==> src/rtl/data_reg_bank_pkg.sv <==
// rtl/data_reg_bank_pkg.sv - shared constants and state encoding for the data register bank
package data_reg_bank_pkg;

   localparam int BANK_DEPTH = 10;
   localparam int BANK_WIDTH = 32;
   localparam int BANK_AW    = 4;

   typedef enum logic {
      ST_IDLE   = 1'b0,
      ST_STREAM = 1'b1
   } state_t;

endpackage

==> src/rtl/mod_counter.sv <==
// rtl/mod_counter.sv - loadable modulo counter, exposes the wrapped next value
module mod_counter #(
   parameter int W   = 4,
   parameter int MOD = 10
) (
   input  logic         clk,
   input  logic         rst_n,
   input  logic         load,
   input  logic [W-1:0] load_val,
   input  logic         en,
   output logic [W-1:0] q,
   output logic [W-1:0] nxt
);

   // Wrap at MOD-1 so the value never enters the unused codes above the modulus
   assign nxt = (q == W'(MOD - 1)) ? '0 : q + 1'b1;

   always_ff @(posedge clk or negedge rst_n) begin
      if (!rst_n) begin
         q <= '0;
      end else if (load) begin
         q <= load_val;
      end else if (en) begin
         q <= nxt;
      end
   end

endmodule

==> src/rtl/data_reg_bank_reader.sv <==
// rtl/data_reg_bank_reader.sv - snapshots the data bank and streams a run of address/data words
module data_reg_bank_reader
   import data_reg_bank_pkg::*;
#(
   parameter int WIDTH = BANK_WIDTH,
   parameter int DEPTH = BANK_DEPTH,
   parameter int AW    = BANK_AW
) (
   input  logic               clk,
   input  logic               rst_n,
   input  logic [WIDTH*DEPTH-1:0] regsIn,
   input  logic               start,
   input  logic [AW-1:0]      startAddr,
   input  logic [AW-1:0]      count,
   output logic [WIDTH-1:0]   dataOut,
   output logic [AW-1:0]      addrOut,
   output logic               outValid,
   input  logic               outReady,
   output logic               busy,
   output logic               done,
   output logic               error
);

   state_t           state;
   logic [WIDTH-1:0] bank_in [DEPTH];
   logic [WIDTH-1:0] snap    [DEPTH];
   logic [AW-1:0]    remaining;
   logic [AW-1:0]    addr_nxt;
   logic             start_ok;
   logic             accept;
   logic             hs;
   logic             advance;

   always_comb begin
      for (int k = 0; k < DEPTH; k++) begin
         bank_in[k] = regsIn[k*WIDTH +: WIDTH];
      end
   end

   assign start_ok = (count != '0) && (count <= AW'(DEPTH)) && (startAddr < AW'(DEPTH));
   assign accept   = (state == ST_IDLE) && start && start_ok;
   assign hs       = outValid && outReady;
   assign advance  = (state == ST_STREAM) && hs && (remaining > AW'(1));

   mod_counter #(
      .W   (AW),
      .MOD (DEPTH)
   ) u_addr_cnt (
      .clk      (clk),
      .rst_n    (rst_n),
      .load     (accept),
      .load_val (startAddr),
      .en       (advance),
      .q        (addrOut),
      .nxt      (addr_nxt)
   );

   always_ff @(posedge clk or negedge rst_n) begin
      if (!rst_n) begin
         state     <= ST_IDLE;
         dataOut   <= '0;
         outValid  <= 1'b0;
         busy      <= 1'b0;
         done      <= 1'b0;
         error     <= 1'b0;
         remaining <= '0;
         for (int k = 0; k < DEPTH; k++) begin
            snap[k] <= '0;
         end
      end else begin
         done  <= 1'b0;
         error <= 1'b0;
         case (state)
            ST_IDLE: begin
               if (start) begin
                  if (start_ok) begin
                     for (int k = 0; k < DEPTH; k++) begin
                        snap[k] <= bank_in[k];
                     end
                     // Snapshot loads on this same edge, so the first word comes straight from the bank
                     dataOut   <= bank_in[startAddr];
                     remaining <= count;
                     outValid  <= 1'b1;
                     busy      <= 1'b1;
                     state     <= ST_STREAM;
                  end else begin
                     error <= 1'b1;
                  end
               end
            end
            ST_STREAM: begin
               if (hs) begin
                  if (remaining > AW'(1)) begin
                     remaining <= remaining - 1'b1;
                     dataOut   <= snap[addr_nxt];
                  end else begin
                     outValid <= 1'b0;
                     busy     <= 1'b0;
                     done     <= 1'b1;
                     state    <= ST_IDLE;
                  end
               end
            end
            default: state <= ST_IDLE;
         endcase
      end
   end

endmodule
==> config.mk <==
export PLATFORM = sky130hd
export DESIGN_NAME = data_reg_bank_reader
export DESIGN_NICKNAME = d
export VERILOG_FILES = /design/src/rtl/data_reg_bank_pkg.sv /design/src/rtl/mod_counter.sv /design/src/rtl/data_reg_bank_reader.sv
export SDC_FILE = /design/constraint.sdc
export NUM_CORES = 1
export LEC_CHECK = 0
export BUFFER_PORTS_ARGS = -buffer_cell sky130_fd_sc_hd__buf_2
export CAP_MARGIN = 20
export CORE_ASPECT_RATIO = 1.2
export CORE_MARGIN = 2
export CORE_UTILIZATION = 50
export CTS_BUF_LIST = sky130_fd_sc_hd__clkbuf_8
export DETAILED_ROUTE_END_ITERATION = 7
export PLACE_DENSITY = 0.7
export SYNTH_ARGS = -nofsm -noshare
export SYNTH_HDL_FRONTEND = slang
export SYNTH_SLANG_ARGS = --single-unit
==> constraint.sdc <==
create_clock -name clk -period 2.3 [get_ports clk]
set_input_delay 0.345 -clock clk [delete_from_list [all_inputs] [get_ports clk]]
set_output_delay 0.345 -clock clk [all_outputs]
set_load 0.01 [all_outputs]
**After elaboration in Yosys (flattened, before gate mapping)**

Cells that the tools add are included.

- Flip-flop bits (word level): 364
- Memories kept: 0
- Bits in read-only memories: 0
- Memory bits (writable): 0
- Input port bits: 332
- Word-level logic and storage cells: 80
- Latch bits: 0
- Output and inout bits: 40

- Equality and inequality tests: 6
- $add $sub $neg: 2
- $mul: 0
- Bitwise operators: 3
- Magnitude comparators: 5
- Mux-type cells: 35
- Div/mod/pow operators: 0
- Shift operators: 0
- Reductions and logical operators: 12

Operators with widths:

| operator | number |
|---|---|
| binary-select mux 32 bit (select 4 bit) | 2 |
| 2-to-1 mux 32 bit | 8 |
| case mux 32 bit (2 select lines) | 1 |
| 2-to-1 mux 4 bit | 7 |
| 2-to-1 mux 1 bit | 14 |
| greater-or-equal comparator 5 bit (second input constant) | 2 |
| NOT 4 -> 5 bit | 2 |
| case mux 4 bit (2 select lines) | 1 |
| AND reduction 4 bit | 2 |
| logical AND 1 bit | 7 |
| != test 2 bit (second input constant) | 3 |
| adder 4 x 1 -> 4 bit (second input constant) | 1 |
| == test 4 bit (second input constant) | 1 |
| > comparator 4 x 1 -> 1 bit (second input constant) | 1 |
| <= comparator 4 bit (second input constant) | 1 |
| less-than comparator 4 bit (second input constant) | 1 |
| != test 2 x 1 -> 1 bit (second input constant) | 2 |
| case mux 1 bit (2 select lines) | 2 |
| nonzero test 4 bit | 1 |
| subtractor 4 x 1 -> 4 bit (second input constant) | 1 |
| AND reduction 3 bit | 1 |
| nonzero test 2 bit | 1 |
| NOT 1 bit | 1 |

**Longest topological paths before layout**

- Depth after elaboration: 9
- Depth in mapped cells: 9
- Depth with buffers taken out: 7

**Cells and area by module**

A second synthesis with hierarchy kept.

- Cells, all modules: 2110
- Area, all modules: 19387.3 µm²

By module, submodules not included:

| module | times used | sequential area each (µm²) | area an instance (µm²) | cells each |
|---|---|---|---|---|
| data_reg_bank_reader | 1 | 9008.6 | 19102.1 | 2077 |
| mod_counter | 1 | 100.1 | 285.3 | 33 |

**Least setup slack after synthesis**

Ideal clock, no wire load.

- Kind: register -> register
- From: reg state
- To: reg snap[264] in the netlist's numbering
- Cell stages (with the launch flop): 7
- Arrival: 1.895 ns
- Period minus slack after synthesis: 2.020 ns
- Required time: 2.175 ns
- Setup time: 0.125 ns
- Slack: 0.280 ns
- Path buffers: 3
- Cell sequence: dfrtp_1 -> buf_2 -> nand2b_1 -> a2111oi_4 -> buf_2 -> buf_2 -> mux2_2

- Word-level cells in the longest chain between the ends: 2

RTL lines:

| what | line | text |
|---|---|---|
| from (decl) | data_reg_bank_reader.sv:24 | `state_t state;` |
| from (signal assigned) | data_reg_bank_reader.sv:60 | `state <= ST_IDLE;` |
| from (signal assigned) | data_reg_bank_reader.sv:85 | `state <= ST_STREAM;` |
| from (signal assigned) | data_reg_bank_reader.sv:100 | `state <= ST_IDLE;` |
| NOT 1 bit (no line) | n/a |  |
| AND reduction 3 bit (no line) | n/a |  |
| to (signal, indexed assignment) | data_reg_bank_reader.sv:78 | `snap[k] <= bank_in[k];` |
| to (decl) | data_reg_bank_reader.sv:26 | `logic [WIDTH-1:0] snap [DEPTH];` |

No other way between the ends.
A chain may end at the register's enable or synchronous reset.

**Worst setup path in the final report**

- From: in count[2]
- To: reg snap[162] in the netlist's numbering

- Word-level cells in the longest chain between the ends: 4
- Elaborated cells on any way between the ends: 5
- Those cells by class: 1 x order compare; 4 x reduce/logical

RTL lines:

| what | line | text |
|---|---|---|
| from (decl) | data_reg_bank_reader.sv:14 | `input logic [AW-1:0] count,` |
| <= comparator 4 bit or nonzero test 4 bit (tied branches) | data_reg_bank_reader.sv:40 | `assign start_ok = (count != '0) && (count <= AW'(DEPTH)) && (startAddr < AW'(DEPTH));` |
| logical AND 1 bit * (2 in series) | data_reg_bank_reader.sv:40 |  |
| AND reduction 3 bit (no line) * | n/a |  |

Every way passes the cells marked *; elsewhere a longest branch is shown, timed or not.

==> summary.txt <==
ANT nets after route: 0
Initial Util: 0.507
Syn Std Cell Area: 19600 sq um
post-synthesis sequential area ratio: 0.464
Fin. Hold Viols: 0
post-route setup slack: 0.0294 ns
Rel. slew slack: 0.522
CP Capture Type: flip-flop
TritonCTS Sinks: 364
Gate power share: 0.455
Hold Path Cell Cnt: 2
post-placement setup slack: -0.0324 ns
Worst EP required: 2.81 ns
largest net degree at the start of global routing: 79
asr flop ratio synth: 1.00
Post-DP HPWL: 49400 um
Max Fclk: 440 MHz
Slew @ Worst Pin: 0.717 ns
DRC violations left: 0
Seq cells post-synth: 364
Post-Syn Nets: 2031
nets: 2738
crit start category: primary input
Detailed Route WL: 76300 um
count of pins over their slew limit: 0
Max Buffers Root-to-Sink: 3
Synth area leader: dfrtp_1
io pins: 372
Post-Synthesis Cells: 1697
die area: 40900 sq um
clock power share: 0.178
layout cells sized above 1: 0.403
largest cells by area after synthesis: dfrtp_1, mux2_2, mux2i_1
Peak supply drop: 0.630 mV
CTS H-tree lvls: 2
grt ovf: 0
chip height: 221 um
clk slew on worst S/H paths: 0.06 ns
final period utilization: 0.987
initial antenna violation count: 27
vias in the first global route: 19.8k
Max FO, Critical Path: 78
Max Cap Viol: 0
pwr dens: 1180 nW/um^2
Top FF cell, synth: dfrtp_1
CTS Root Cell: clkbuf_8
Cell Int Power: 19.5 mW
Power Total: 31.8 mW
Yosys cell types: 59
Leak: 11.7 nW
Arr. time, crit path: 2.78 ns
TritonCTS clock tree: yes
final setup vio count: 0
area delta synth->final: 37.5%
Core Rows: 79
Final Wtd Congestion: 0.888
part of the power in registers: 0.367
total number of vias: 18.6k
Synth top area share: 0.464
core area: 38700 sq um
Mapped Avg Cell Area: 11.6 sq um
reg2reg path depth: 7
DR iter-0 viols: 1543
Die X-Extent: 185 um
Fill cells: 2736
Post-synth EDFFs: 0
port bufs: 371
Worst Hold Class: in2reg
DR WL/cell: 25.5 um
crit path time final: 2.27 ns
clk_skew: 0.0248 ns
Layout Utilization: 0.697
status: completed
Net Sw Frac: 0.387
first-pass GRT wire length: 114000 um
vias per cell: 6.19
GRT Util Overall: 0.369
number of buffers created by CTS: 59
Setup CP Type: in2reg
setup bufs post-CTS: 0
total iterations of the first detailed-routing run: 6
NetSw: 12.3 mW
yosys warns: 0
Skew-Pair Late Insertion Delay: 0.64 ns
-- worst max-delay path, cell delays in order --
cell and delay (ns):
dlygate4sd3_1 0.55, buf_2 0.14, a21o_1 0.19, a2111oi_4 0.51, buf_4 0.24, buf_16 0.31
mux2_2 0.40
-- cells by family after synthesis --
family,after synthesis,share of synthesized area
flops,364,0.464
xor+xnor,3,0.00134
compound gates,436,0.147
simple gates,253,0.0646
buf+inv,169,0.0422
mux,470,0.280
fa+ha+maj,2,0.00127
-- Yosys cell counts (all sizes together), types with 8 or more instances --
cell type	number
a21oi	74
nor2	54
a22oi	13
buf	90
mux4	26
nor4	18
clkbuf	63
mux2i	71
nor2b	62
o211ai	26
nand2	58
a31oi	44
o31ai	20
nand2b	9
dfrtp	364
o22ai	26
mux2	373
o32ai	8
inv	15
nand3	34
o32a	12
o21ai	88
a211oi	89
-- power groups by stage --
stage               sequential, mW  combinational [mW]  clock, mW
global route                  11.9                15.4       6.02
CTS                           11.5                14.1       5.71
global placement              11.4                13.3          0
finish                        11.7                14.5       5.65
detailed placement            11.6                13.6          0
floorplan                     11.1                8.90          0
-- stage by stage --
step                std cells  area (sq um)  hold slack (ns)  setup TNS [ns]
floorplan                1697         19600           0.0494               0
global placement         2548         22500            0.290         -0.0822
detailed placement       2549         22600            0.294          -0.927
CTS                      2971         26900         0.000395               0
global route             2993         27000          0.00753          -0.223
finish                   2998         27000           0.0239               0
-- final cells by class --
type                       instances  area [sq um]  area share
multi-input combinational       1164          9740       0.361
sequential                       364          9120       0.337
timing repair buffer             799          6200       0.230
clock buffer                      74          1020      0.0377
tap                              526           658      0.0244
clock inverter                    28           149     0.00551
antenna                           27          67.6     0.00250
inverter                          16          60.1     0.00222
-- worst paths after layout --
path / slack (ns) / startpoint / endpoint
max in group asynchronous: 1.20 / rst_n / snap[180]
max: 0.03 / count[2] / snap[162]
max reg2reg: 0.16 / u_addr_cnt.q[2] / dataOut[21]
min reg2reg: 0.50 / snap[155] / snap[155]
min: 0.02 / regsIn[318] / snap[30]
min in group asynchronous: 0.22 / rst_n / snap[124]
-- state kept, by name (all words and copies together), names as in the netlist --
name / cells
snap: 320
state: 1
u_addr_cnt.q: 4
done: 1
remaining: 4
dataOut: 32
error: 1
busy: 1
-- repair_timing --
action                                 4_1_cts  5_1_grt
setup endpoints to repair                    1       57
hold buffers                               320        0
pin swaps                                    0        1
resized for setup                            1        3
endpoints found under the hold margin      363        0
-- metal layers --
layer | GRT usage | part of all wire | vias to the layer above
met2 | 0.612 | 0.48 | 1215
met5 | 0 | 0.00066 | -
met1 | 0.408 | 0.34 | 9073
li1 | - | - | 7845
met3 | 0.0790 | 0.084 | 415
met4 | 0.290 | 0.092 | 8
-- placed cells by master (no fill, tap or decap), drive strengths merged, types with 27 or more instances in the layout --
| master | count |
|---|---|
| a211oi | 89 |
| a21oi | 74 |
| a31oi | 44 |
| buf | 479 |
| clkbuf | 74 |
| dfrtp | 364 |
| diode | 27 |
| dlygate4sd3 | 320 |
| inv | 31 |
| mux2 | 373 |
| mux2i | 71 |
| nand2 | 58 |
| nand3 | 34 |
| nor2 | 54 |
| nor2b | 62 |
| o21ai | 88 |
No activity file was read; power rests on OpenSTA's default activity.
